===== src/rtl/fifo_w2n_pkg.sv =====
// Shared definitions for the byte-in / word-out FIFO family.
//   BYTES_PER_WORD : bytes assembled into one read word
//   parity8        : even parity of a (zero-extended) data byte
//   slot_mask      : BYTES_PER_WORD-long run of ones starting at ptr, wrapping at depth
package fifo_w2n_pkg;

   localparam int unsigned BYTES_PER_WORD = 4;
   localparam int unsigned MAX_DATA_WIDTH = 32;
   localparam int unsigned MAX_DEPTH      = 1024;
   localparam int unsigned MAX_DEPTH_AW   = 10;

   // Zero-extension of narrower data leaves the parity unchanged.
   function automatic logic parity8(input logic [MAX_DATA_WIDTH-1:0] d);
      return ^d;
   endfunction

   // Caller truncates the result to its own DEPTH.
   function automatic logic [MAX_DEPTH-1:0] slot_mask(input int unsigned ptr,
                                                      input int unsigned depth);
      logic [MAX_DEPTH-1:0] m;
      m = '0;
      for (int unsigned k = 0; k < BYTES_PER_WORD; k++) begin
         m[MAX_DEPTH_AW'((ptr + k) % depth)] = 1'b1;
      end
      return m;
   endfunction

endpackage


===== src/rtl/fifo_parity_mem.sv =====
// Byte storage with a stored parity bit per slot.
//   clk             : write clock
//   i_we            : write enable
//   i_waddr         : write slot
//   i_wentry        : {parity, byte} to store
//   i_raddr         : first slot of the four-slot read window
//   o_rd_entries_c  : combinational {parity, byte} for slots raddr..raddr+3 (wrapping)
module fifo_parity_mem
   import fifo_w2n_pkg::*;
#(
   parameter int unsigned ADDR_WIDTH = 4,
   parameter int unsigned DATA_WIDTH = 8,
   parameter int unsigned DEPTH      = 2**ADDR_WIDTH
)(
   input  logic                                       clk,
   input  logic                                       i_we,
   input  logic [ADDR_WIDTH-1:0]                      i_waddr,
   input  logic [DATA_WIDTH:0]                        i_wentry,
   input  logic [ADDR_WIDTH-1:0]                      i_raddr,
   output logic [BYTES_PER_WORD-1:0][DATA_WIDTH:0]    o_rd_entries_c
);

   logic [DATA_WIDTH:0] r_mem [DEPTH];

   // Storage is intentionally not reset; occupancy is tracked separately.
   always_ff @(posedge clk) begin
      if (i_we) begin
         r_mem[i_waddr] <= i_wentry;
      end
   end

   // Read window wraps naturally through the address width.
   always_comb begin
      o_rd_entries_c = '0;
      for (int unsigned k = 0; k < BYTES_PER_WORD; k++) begin
         o_rd_entries_c[k] = r_mem[i_raddr + ADDR_WIDTH'(k)];
      end
   end

endmodule


===== src/rtl/fifo_8to32_v2.sv =====
// Byte-in, word-out width-converting FIFO with per-slot occupancy and read parity check.
//   clk, rst      : clock, asynchronous active-high reset
//   w_data, wr_en : write byte and request (ignored when full)
//   rd_en         : word read request (ignored when fewer than four bytes held)
//   r_data        : last read word, oldest byte in the low bits
//   empty, full   : fewer than four bytes / all slots occupied
//   status_reg    : bit i set while slot i holds valid data
//   parity_error  : parity mismatch seen on the last read
module fifo_8to32_v2
   import fifo_w2n_pkg::*;
#(
   parameter int unsigned ADDR_WIDTH = 4,
   parameter int unsigned DATA_WIDTH = 8,
   parameter int unsigned DEPTH      = 2**ADDR_WIDTH,
   parameter int unsigned READ_WIDTH = 4*DATA_WIDTH
)(
   input  logic                  clk,
   input  logic                  rst,
   input  logic [DATA_WIDTH-1:0] w_data,
   input  logic                  wr_en,
   output logic                  full,
   output logic [READ_WIDTH-1:0] r_data,
   input  logic                  rd_en,
   output logic                  empty,
   output logic [DEPTH-1:0]      status_reg,
   output logic                  parity_error
);

   localparam int unsigned CNT_W = $clog2(DEPTH + 1);
   localparam int unsigned ENT_W = DATA_WIDTH + 1;

   logic [ADDR_WIDTH-1:0]                  r_wr_ptr;
   logic [ADDR_WIDTH-1:0]                  r_rd_ptr;
   logic [CNT_W-1:0]                       r_count;
   logic                                   r_empty;
   logic                                   r_full;

   logic                                   w_wr_fire;
   logic                                   w_rd_fire;
   logic [ENT_W-1:0]                       w_wr_entry;
   logic [BYTES_PER_WORD-1:0][ENT_W-1:0]   w_rd_entries;
   logic [CNT_W-1:0]                       w_count_nxt;
   logic [DEPTH-1:0]                       w_status_nxt;
   logic [READ_WIDTH-1:0]                  w_rd_word;
   logic                                   w_par_err;

   assign w_wr_fire  = wr_en & ~r_full;
   assign w_rd_fire  = rd_en & ~r_empty;
   assign w_wr_entry = {parity8(MAX_DATA_WIDTH'(w_data)), w_data};
   assign full       = r_full;
   assign empty      = r_empty;

   fifo_parity_mem #(
      .ADDR_WIDTH (ADDR_WIDTH),
      .DATA_WIDTH (DATA_WIDTH),
      .DEPTH      (DEPTH)
   ) u_mem (
      .clk            (clk),
      .i_we           (w_wr_fire),
      .i_waddr        (r_wr_ptr),
      .i_wentry       (w_wr_entry),
      .i_raddr        (r_rd_ptr),
      .o_rd_entries_c (w_rd_entries)
   );

   // Occupancy: +1 write, -4 read, -3 both.
   always_comb begin
      w_count_nxt = r_count;
      case ({w_wr_fire, w_rd_fire})
         2'b10:   w_count_nxt = r_count + CNT_W'(1);
         2'b01:   w_count_nxt = r_count - CNT_W'(BYTES_PER_WORD);
         2'b11:   w_count_nxt = r_count - CNT_W'(BYTES_PER_WORD - 1);
         default: w_count_nxt = r_count;
      endcase
   end

   // The written slot never overlaps the read window, so set/clear order is irrelevant.
   always_comb begin
      w_status_nxt = status_reg;
      if (w_wr_fire) begin
         w_status_nxt = w_status_nxt | (DEPTH'(1) << r_wr_ptr);
      end
      if (w_rd_fire) begin
         w_status_nxt = w_status_nxt & ~DEPTH'(slot_mask(32'(r_rd_ptr), DEPTH));
      end
   end

   // Word assembly and per-byte parity recheck.
   always_comb begin
      w_rd_word = '0;
      w_par_err = 1'b0;
      for (int unsigned k = 0; k < BYTES_PER_WORD; k++) begin
         w_rd_word[k*DATA_WIDTH +: DATA_WIDTH] = w_rd_entries[k][DATA_WIDTH-1:0];
         w_par_err = w_par_err |
            (parity8(MAX_DATA_WIDTH'(w_rd_entries[k][DATA_WIDTH-1:0])) != w_rd_entries[k][DATA_WIDTH]);
      end
   end

   // Flags are registered from the next count, so they track count with no extra lag.
   always_ff @(posedge clk or posedge rst) begin
      if (rst) begin
         r_wr_ptr     <= '0;
         r_rd_ptr     <= '0;
         r_count      <= '0;
         r_empty      <= 1'b1;
         r_full       <= 1'b0;
         status_reg   <= '0;
         r_data       <= '0;
         parity_error <= 1'b0;
      end else begin
         if (w_wr_fire) begin
            r_wr_ptr <= r_wr_ptr + ADDR_WIDTH'(1);
         end
         if (w_rd_fire) begin
            r_rd_ptr     <= r_rd_ptr + ADDR_WIDTH'(BYTES_PER_WORD);
            r_data       <= w_rd_word;
            parity_error <= w_par_err;
         end
         if (w_wr_fire | w_rd_fire) begin
            r_count    <= w_count_nxt;
            r_empty    <= (w_count_nxt < CNT_W'(BYTES_PER_WORD));
            r_full     <= (w_count_nxt == CNT_W'(DEPTH));
            status_reg <= w_status_nxt;
         end
      end
   end

endmodule


===== config.mk =====
export PLATFORM = sky130hd
export DESIGN_NAME = fifo_8to32_v2
export DESIGN_NICKNAME = d
export VERILOG_FILES = /design/src/rtl/fifo_w2n_pkg.sv /design/src/rtl/fifo_parity_mem.sv /design/src/rtl/fifo_8to32_v2.sv
export SDC_FILE = /design/constraint.sdc
export NUM_CORES = 1
export LEC_CHECK = 0
export CAP_MARGIN = 40
export CELL_PAD_IN_SITES_DETAIL_PLACEMENT = 1
export CELL_PAD_IN_SITES_GLOBAL_PLACEMENT = 2
export CORE_MARGIN = 1
export CORE_UTILIZATION = 43
export CTS_CLUSTER_DIAMETER = 100
export CTS_CLUSTER_SIZE = 8
export DETAILED_ROUTE_END_ITERATION = 12
export HOLD_SLACK_MARGIN = 0.12
export PLACE_DENSITY = 0.8
export SLEW_MARGIN = 10
export SYNTH_ARGS = -nofsm -noshare
export SYNTH_HDL_FRONTEND = slang
export SYNTH_HIERARCHICAL = 1
export SYNTH_SLANG_ARGS = --single-unit

===== constraint.sdc =====
create_clock -name clk -period 2.95 [get_ports clk]
set_input_delay 0.4425 -clock clk [delete_from_list [all_inputs] [get_ports clk]]
set_output_delay 0.4425 -clock clk [all_outputs]
set_load 0.005 [all_outputs]

Word-level counts from Yosys, hierarchy flattened
Memory sizes are Yosys's and may differ from the RTL's.
Index checks and enable logic that the tools add are counted.
{ "totals": {"register_bits": 64, "latch_bits": 0, "ram_bits": 144, "mem_bits_ro": 0, "out_inout_bits": 51, "n_memories": 1} }
{ "op_classes": {"n_addsub": 11, "n_mul": 0, "div": 0, "n_lt_le_gt_ge": 9, "n_eq_ne": 8, "shift": 1, "muxes": 13, "n_bitwise": 14, "n_reduce_logical": 9} }
{ "mem_list": {"columns": ["memory", "words", "word_bits", "read_ports", "rd_clocked_by_memory_dff", "write_ports", "line", "text"], "rows": [
  ["u_mem.r_mem", 16, 9, 4, 0, 1, "fifo_parity_mem.sv:23", "logic [DATA_WIDTH:0] r_mem [DEPTH];"]
]} }
{ "ops": {"columns": ["operator", "count"], "rows": [
  ["$reduce_xor 32->1", 5],
  ["$or 16x16->16", 4],
  ["$lt 4x11->1 const B", 4],
  ["$mux 16", 2],
  ["$add 4x2->4 const B", 4],
  ["$and 16x16->16", 1],
  ["$demux 1 s4", 4],
  ["$ge 4x1->1 const B", 4],
  ["$not 16->16", 1],
  ["$shl 1x4->16 const A", 1],
  ["$pmux 5 s3", 1],
  ["$add 4x1->4 const B", 3],
  ["$mux 1", 6],
  ["$add 5x1->5 const B", 1],
  ["$eq 5x5->1 const B", 1],
  ["$lt 5x3->1 const B", 1],
  ["$sub 5x2->5 const B", 1],
  ["$sub 5x3->5 const B", 1],
  ["$add 4x3->4 const B", 1],
  ["$eq 2x2->1 const B", 2],
  ["$logic_and 1x1->1", 4],
  ["$ne 1x1->1", 4],
  ["$or 1x1->1", 4],
  ["$and 1x1->1", 2],
  ["other kinds (2)", 3]
]} }

Depth between registers and ports, before layout
Gate-level depths: netlist of the first run.
{ "depth": {"depth_word": 11, "depth_mapped": 18, "ltp_nobuf": 12} }

Cells and area by module
Netlist of the first run, hierarchy kept.
{ "modules_own_cells": {"columns": ["module", "instances", "cells_per_inst", "area_each_um2", "seq_area_each_um2"], "rows": [
  ["fifo_parity_mem", 1, 616, 9087.5, 4324.1],
  ["fifo_8to32_v2", 1, 327, 3094.2, 1552.7]
]} }

Worst setup path after synthesis of the first run
No wires, ideal clock.
{ "synth_timing": {"kind": "reg2reg", "startpoint": "register r_rd_ptr[2]", "endpoint": "register parity_error", "arrival_time_ns": 2.563, "required_ns": 2.825, "slack_ns": 0.262, "path_stages_with_launch": 13, "synth_period_minus_slack_ns": 2.688, "path_cell_list": "dfrtp_1 ha_1 buf_2 clkbuf_1 mux4_2 nand2_1 a31oi_1 xnor2_1 xnor2_1 xnor2_1 xnor2_1 nor4_1 o21ai_1"} }
{ "synth_lines": {"columns": ["item", "line", "text"], "rows": [
  ["from (decl)", "fifo_8to32_v2.sv:33", "logic [ADDR_WIDTH-1:0] r_rd_ptr;"],
  ["from (signal assigned)", "fifo_8to32_v2.sv:115", "r_rd_ptr <= r_rd_ptr + ADDR_WIDTH'(BYTES_PER_WORD);"],
  ["to (signal assigned)", "fifo_8to32_v2.sv:117", "parity_error <= w_par_err;"],
  ["to (decl)", "fifo_8to32_v2.sv:26", "output logic parity_error"]
]} }

==> results of run 1 <==
final cells by class:
cell class              instances  area [µm²]
fillers                      2865       13500
flip-flops and latches        206        5880
repair buffers                137        1240
clock buffers                  52         822
multi-input cells             666        5880
well taps                     378         473
inverters                      13        48.8
repair_timing:
item	in CTS	in global routing
gates resized for setup	0	3
hold endpoints to repair	0	0
setup endpoints to repair	0	1
critical path, cell delays in order, from the launching register on:
cell	delay [ns]
dfrtp_1	0.42
buf_4	0.22
xor2_4	0.19
buf_12	0.19
mux4_2	0.31
nand2_1	0.08
nand4_1	0.24
xnor2_2	0.34
xnor2_1	0.17
xnor2_1	0.16
xnor2_1	0.09
nor4_1	0.18
o21ai_1	0.08
where the power goes:
group	internal, mW	switching [mW]	total [mW]
combinational	3.45	4.24	7.69
sequential	3.76	0.504	4.27
clock	1.84	1.21	3.05
metrics by stage:
| stage | utilization (%) | setup slack, ns |
|---|---|---|
| floorplan | - | 0.262 |
| global placement | 48.4 | 0.189 |
| detailed placement | 48.5 | 0.137 |
| CTS | 51.4 | 0.143 |
| global route | 51.5 | 0.0158 |
| finish | 51.5 | 0.129 |
worst max-delay path by stage:
stage	from	to	depth (start not counted)
after CTS	r_rd_ptr[2]$_DFFE_PP0N_	parity_error$_DFFE_PP0N_	12
after floorplan	r_rd_ptr[2]$_DFFE_PP0N_	parity_error$_DFFE_PP0N_	12
after global placement	r_rd_ptr[2]$_DFFE_PP0N_	parity_error$_DFFE_PP0N_	11
after global routing	r_rd_ptr[2]$_DFFE_PP0N_	parity_error$_DFFE_PP0N_	12
after detailed placement	r_rd_ptr[2]$_DFFE_PP0N_	parity_error$_DFFE_PP0N_	12
final	r_rd_ptr[2]$_DFFE_PP0N_	parity_error$_DFFE_PP0N_	12
routing by layer:
layer / GRT usage [%] / vias to the layer above
met5: 0 / -
met4: 9.28 / 0
met3: 4.86 / 88
met2: 45.0 / 383
met1: 37.7 / 4618
li1: - / 3835
cells in the final DEF, fill, tap and decap left out, types with 2 or more instances in the layout:
cell type / synthesis / final
nand2_1: 236 / 236
edfxtp_1: 144 / 144
mux4_2: 81 / 81
buf_4: 7 / 70
clkdlybuf4s50_1: 0 / 62
dfrtp_1: 61 / 61
mux2i_1: 39 / 39
xnor2_1: 35 / 33
nand4_1: 30 / 30
clkbuf_16: 0 / 29
a22oi_1: 28 / 28
mux4_1: 24 / 24
nor2_1: 23 / 22
nand3_1: 22 / 22
clkbuf_1: 20 / 22
a21oi_1: 20 / 20
ha_1: 17 / 17
a31oi_1: 16 / 16
xor2_1: 13 / 13
inv_1: 11 / 10
a32oi_1: 9 / 9
nand4b_1: 9 / 9
nor3_1: 6 / 6
xnor2_2: 3 / 5
o21ai_0: 5 / 5
and3b_1: 5 / 5
conb_1: 1 / 5
and2_1: 4 / 4
buf_12: 2 / 4
inv_2: 2 / 3
nor2b_1: 3 / 3
a41oi_1: 3 / 3
nand2b_1: 3 / 3
nand2b_4: 2 / 2
nor4_1: 2 / 2
nand3b_1: 2 / 2
cells by family after synthesis:
kind of cell,share of synthesized area (%)
AND/OR/NAND/NOR,13.0
flip-flops,48.2
multiplexers,23.7
AO/OA/AOI/OAI,5.09
buffers and inverters,3.74
XOR/XNOR,4.44
adder cells (fa/ha/maj),1.84
other,0.0308
==> results.md, run 1 <==
Yosys:
- By area the synthesized netlist is led by edfxtp_1 35%, mux4_2 15%, dfrtp_1 13%, nand2_1 7.3%, mux4_1 5.2%.
- Counting flops and latches in the post-synthesis netlist gives 206.
- The post-synthesis instance area is 12,200 µm².
- The most used flip-flop cell after synthesis is edfxtp_1.
- Yosys printed 6 warnings.
- The fraction of registers with async set or reset after synthesis is around 30%.
- Yosys mapped a number of flops with a built-in enable equal to between 100 and 150.
- In the synthesized netlist, the number of instances is roughly 940.
- The share of the Yosys chip area taken by registers is 48.2%.
- After synthesis, the most frequently instantiated cells are 236 x nand2_1, 144 x edfxtp_1, 81 x mux4_2.
- The per-instance average area after synthesis is ~13 µm².
- In this run the biggest area consumer among cell types represents 35.5% of the synthesized area.
- The cell type with the highest aggregate area in the netlist is edfxtp_1.
- The synthesized netlist contains 61 unique library cells.
- The most repeated cell in the gate-level netlist after synthesis is nand2_1.

Floorplan:
- The boundary pin count is between 60 and 70.
- The starting density of the core is 43.7%.
- The number of rows created at floorplan is between 60 and 70.
- The floorplan step defined a die boundary enclosing about 29,000 µm².
- In this run the vertical extent of the chip is roughly 170 µm.
- The die is 170 µm wide.
- The total area inside the core boundary comes to between 20,000 and 30,000 µm².

Placement:
- The number of placed instances with taps included is 1,400.
- Once detailed placement completed, the half-perimeter wirelength came to approximately 28,000 µm.
- The number of buffers inserted by port buffering is 62.
- Routability-driven placement finished with a final weighted congestion of ~0.9.
- Summing all placed instances gives a cell area of between 10,000 and 15,000 µm².

Route:
- The routed via count divided by cell count is between 6 and 7.
- For this block, wires on met1 add up to approximately 16,000 µm.
- The routed design uses between 15,000 and 20,000 µm of met2 wire.
- The post-route DRC violation count is 0.
- The detailed-route wire length per cell is around 27 µm.
- The number of optimization iterations in the first detailed-route pass is 5.
- After detailed routing, the met3 layer carries 2920 µm of wire.
- The total number of vias is 8,924.
- The detail route stage leaves a number of antenna-violating nets equal to 0.
- The violation count after the first detailed-route iteration is between 800 and 900.
- For this block, the routed nets add up to ~40,000 µm of wire.
- The top metal layer carrying routed signals is met4.

Power and ir drop:
- Total power for the finished layout comes to 15.0 mW.
- Summed over all cells, the static leakage comes to 5.50 nW.
- IR analysis of the VDD net gives a maximum drop of 0.567 mV.
- The power per unit of standard cell area is 1050 nW/µm².

Critical path:
- STA classifies the critical path startpoint as a register.
- The depth of the worst register-to-register path is 12.
- The source of the worst register-to-register timing path is r_rd_ptr[2]$_DFFE_PP0N_.
- The data arrival time at the worst-slack endpoint is 3.24 ns.
- At the worst endpoint, the required time is between 3 and 4 ns.
- The worst setup path is captured at a register.
- The endpoint identified for the worst register-to-register timing path is parity_error$_DFFE_PP0N_.
- By startpoint and endpoint, the worst setup path is classified as reg -> reg.
- Setup slack on the worst reg-to-reg path comes out at about 0.13 ns.
- Of all nets on the critical path, the largest fanout is 20.

Cells and area:
- The final cell area excluding filler cells is 14,300 µm².
- Compared with the post-synthesis result, the final layout area differs by 17.7%.
- The number of standard cells in the layout, taps in and fillers out is between 1,000 and 1,500.
- The net count reported at finish is between 1,000 and 1,500.
- The register with the most flip-flops in the layout has between 100 and 150 of them.
- The number of antenna diodes in the final layout is 0.
- The post-route netlist has roughly a fifth of its cells at a drive strength greater than 1.

Clocking:
- After clock tree synthesis, the flow added hold-fix buffers numbering 0.
- CTS built an H-tree with a depth of 1.
- The number of sinks on the clock net is between 200 and 250.
- TritonCTS built the clock tree.
- At the later pin of the worst-skew pair, clock insertion delay measures 0.54 ns.
- The number of buffers inserted by post-CTS setup repair is 0.
- The root buffer cell is clkbuf_16.
- Clock-pin slew was measured on the worst setup and hold paths at ~0.060 ns.
- TritonCTS created 29 clock buffers.
- The buffer depth of the longest clock path is 3.

STA:
- The hold violation total from the final report is 0.
- The part of the cycle the worst path needs is between 90% and 100%.
- Measured against its own limit, the worst slew margin works out to between 40% and 50%.
- The clock period could shrink to between 2 and 3 ns.
- Setup repair after global routing left no endpoint under its margin.
- The setup skew after layout is between 0.01 and 0.015 ns.
- The slew of the pin with the lowest slew margin is between 0.7 and 0.8 ns.
- On the final layout, the worst hold slack is about 0.35 ns.
- Setup violations remaining at the end of the flow were counted as 0.
- The count of pins over their slew limit was 0.
- The setup TNS is 0 ns.
- The maximum operating frequency is between 300 and 400 MHz.

Flow run:
- The number of maximum-capacitance constraint violations is 0.

Min path:
- The tightest min-delay check is of the in -> async type.

Global routing:
- Entering global routing, the biggest net connects ~150 pins.
- The number of antenna violations at the first check in global routing is 0.
- Global routing consumed, over all layers together, about 28% of the routing resources.
- The via count of the first global-routing pass was 9,026.
- The global route total overflow is 0.
- The wire length of the first global-routing pass is ~58,000 µm.

Run status:
- The flow ran to the end, and the final reports show no timing, DRC or antenna violations.
(Power assumes the default switching activity.)
==> run 2: changes to the inputs <==
- CTS_CLUSTER_SIZE: 8 -> 10
==> run 2 against run 1 <==
Effect of this change: clock-buffer cell count fell by 8; critical path depth unchanged; clock skew increased by 0.0018 ns; sequential share of layout area grew 0.32 points; global-route usage is 0.45 points lower; worst hold slack gained 0.020 ns; largest cell class is now flip-flops and latches.
==> results.md, run 2 (same netlist as run 1, synthesis figures left out) <==
Floorplan:
- The number of rows created at floorplan came to 61 (unchanged).
- The height of the die came to 170 µm (unchanged).
- The starting density of the core is 43.7% (unchanged).
- The area of the core is 27,900 µm² (unchanged).
- The die area came to 29,000 µm² (unchanged).
- The floorplan die width is 170 µm (unchanged).
- The boundary pin count is 63 (unchanged).

Placement:
- The number of placed instances with taps included came to 1,400 (unchanged).
- The number of buffers inserted by port buffering is 62 (unchanged).
- The placed cell area is 13,500 µm² (unchanged).
- The global placement routability congestion came to 0.914 (unchanged).
- The half-perimeter wire length after placement is 27,500 µm (unchanged).

Global routing:
- The maximum number of pins on one net before global-route repair is 145 (unchanged).
- The number of antenna violations at the first check in global routing is 0 (unchanged).
- The wire length of the first global-routing pass is 57,400 µm (-1.7%).
- The combined global-route utilization of all metal layers is 27.3% (-0.45 points).
- The global route total overflow was 0 (unchanged).
- The via count of the first global-routing pass is 8,864 (-1.8%).

Clocking:
- The buffer depth of the longest clock path is 3 (unchanged).
- TritonCTS built the clock tree.
- The number of hold buffers added after cts came to 0 (unchanged).
- The root buffer cell chosen for the clock tree is clkbuf_16.
- The clock transition at the registers of the reported paths came to 0.07 ns (about the same).
- The number of buffers created by CTS is 24 (-17%).
- The number of buffers inserted by post-CTS setup repair is 0 (unchanged).
- The source-to-sink clock delay at the later pin of the worst-skew pair is 0.52 ns (-0.02 ns).
- The number of levels in the clock H-tree is 1 (unchanged).
- The number of sinks on the clock net is 206 (unchanged).

STA:
- The shortest clock period the worst path allows after layout is 2.79 ns (-0.0260 ns).
- The tightest hold margin is 0.367 ns (+0.0202 ns).
- The worst slew margin relative to its limit is 50.8% (+3.4 points).
- The setup skew after layout came to 0.0130 ns (+0.00184 ns).
- The hold violation total from the final report was 0 (unchanged).
- The final number of setup-violating endpoints is 0 (unchanged).
- Setup repair after global routing left no endpoint under its margin.
- The count of pins over their slew limit is 0 (unchanged).
- The slew of the pin with the lowest slew margin was 0.736 ns (-0.0508 ns).
- The setup TNS was 0 ns (unchanged).
- The part of the cycle the worst path needs is 94.7% (-0.88 points).
- The maximum operating frequency was 358 MHz (+0.93%).

Cells and area:
- The flip-flop count of the largest register after layout was 144 (unchanged).
- The number of standard cells in the layout, taps in and fillers out was 1,444 (-0.55%).
- In the layout the commonest cells are 236 x nand2_1, 144 x edfxtp_1, 81 x mux4_2.
- The net count reported at finish is 1,077 (-0.46%).
- The number of inserted filler cells in the final layout is 2,874 (+0.31%).
- The final cell area excluding filler cells is 14,200 µm² (-0.78%).
- The antenna diode count was 0 (unchanged).
- Leaving out fill and tap cells, the most frequent cell in the layout is nand2_1.
- The share of layout cells above drive strength 1 came to 19.2% (-0.32 points).
- The area growth from synthesis to layout is 16.8%.

Critical path:
- The sort of element at the start of the critical path is a register.
- The endpoint kind of the worst setup timing path is a register.
- The classification of the worst setup path is reg -> reg.
- The most numerous cell on the critical path is xnor2_1.
- Traced cell by cell, the critical path runs through ha_1 > buf_4 > inv_1 > and2_1 > a22oi_1 > nand2_1 > xnor2_2 > xnor2_1 > xnor2_1 > xnor2_1 > nor4_1 > o21ai_1.
- The biggest cell delay along the critical path is 0.45 ns (+0.03 ns).
- The required time of the worst setup path is 3.35 ns (about the same).
- The data arrival time at the worst-slack endpoint is 3.19 ns (-0.05 ns).
- The cell with the largest stage delay on the worst path is ha_1.
- The maximum fanout count along the critical path was 6 (-70%).

Run status:
- The flow ran to the end, and the final reports show no timing, DRC or antenna violations.

Route:
- The detailed-route wire length is 38,500 µm (-1.2%).
- The post-route antenna net violation count is 0 (unchanged).
- The total number of vias is 8,814 (-1.2%).
- The routed via count divided by cell count is 6.10 (-0.69%).
- The post-route DRC violation count is 0 (unchanged).
- The number of optimization iterations in the first detailed-route pass came to 5 (unchanged).
- The detailed-route wire length per cell was 26.6 µm (-0.68%).
- The violation count after the first detailed-route iteration is 819 (-6.2%).

Min path:
- In this run the worst hold path is classified as in -> async.

Power and ir drop:
- The peak ir drop on the vdd network is 0.560 mV (-1.3%).
- The leakage power figure is 5.44 nW (-0.99%).
- The power per unit of standard cell area is 1030 nW/µm² (-1.6%).

Flow run:
- The number of maximum-capacitance constraint violations is 0 (unchanged).
run 2: cell count changes in the layout (fill, tap and decap cells not counted), sizes merged:
cell,previous run,this run
clkbuf,52,44
run 2: power by group:
part | total, mW | switching (mW) | internal [mW] | leakage (nW)
logic | 7.63 | 4.20 | 3.44 | 3.03
registers | 4.26 | 0.499 | 3.76 | 2.08
clock network | 2.76 | 1.14 | 1.62 | 0.342
total | 14.7 | 5.83 | 8.82 | 5.44
run 2: metal layers:
metal | track usage, % | share of wire [%] | routed length [µm]
met1 | 37.7 | 43 | 16400
met5 | 0 | 0 | 0
met2 | 43.7 | 47 | 18000
met4 | 8.93 | 3.1 | 1190
met3 | 4.60 | 7.5 | 2880
run 2: final cells by class:
class	instances	area, µm²	share of cell area [%]
tap	378	473	3.32
clock buffer	44	718	5.05
sequential	206	5880	41.3
multi-input combinational	666	5870	41.3
inverter	13	48.8	0.343
timing repair buffer	137	1240	8.70
run 2: what timing repair did:
item / in CTS / in global routing
endpoints found under the hold margin: 0 / 0
resized for setup: 0 / 2
endpoints found under the setup margin: 0 / 1
run 2: worst max-delay path: cells and delay by family, from the launching register on:
family | cells | cell delay (ns)
flops | 1 | 0.43
fa+ha+maj | 1 | 0.45
xor+xnor | 4 | 0.70
compound gates | 2 | 0.28
buf+inv | 2 | 0.26
simple gates | 3 | 0.57
run 2: worst paths after layout:
path / start / endpoint / slack [ns] / cells past startpoint
min in group clk: r_data[31]$_DFFE_PP0N_ / r_data[31]$_DFFE_PP0N_ / 0.47 / 2
max in group asynchronous: rst / r_data[4]$_DFFE_PP0N_ / 1.97 / 3
worst max register to register: r_rd_ptr[2]$_DFFE_PP0N_ / parity_error$_DFFE_PP0N_ / 0.16 / 12
worst min-delay path: rst / r_count[4]$_DFFE_PP0P_ / 0.37 / 2
worst max-delay path: r_rd_ptr[2]$_DFFE_PP0N_ / parity_error$_DFFE_PP0N_ / 0.16 / 12
worst min register to register: r_data[31]$_DFFE_PP0N_ / r_data[31]$_DFFE_PP0N_ / 0.47 / 2
run 2: metrics by stage:
| stage | power (mW) | worst slack [ns] | utilization (%) |
|---|---|---|---|
| 6_report | 14.7 | 0.155 | 51.1 |
| 5_1_grt | 15.5 | 0.00792 | 51.1 |
| 4_1_cts | 14.6 | 0.127 | 51.0 |
| 3_5_place_dp | 11.8 | 0.137 | 48.5 |
| 3_3_place_gp | 11.6 | 0.189 | 48.4 |
| 2_1_floorplan | 8.74 | 0.262 | - |
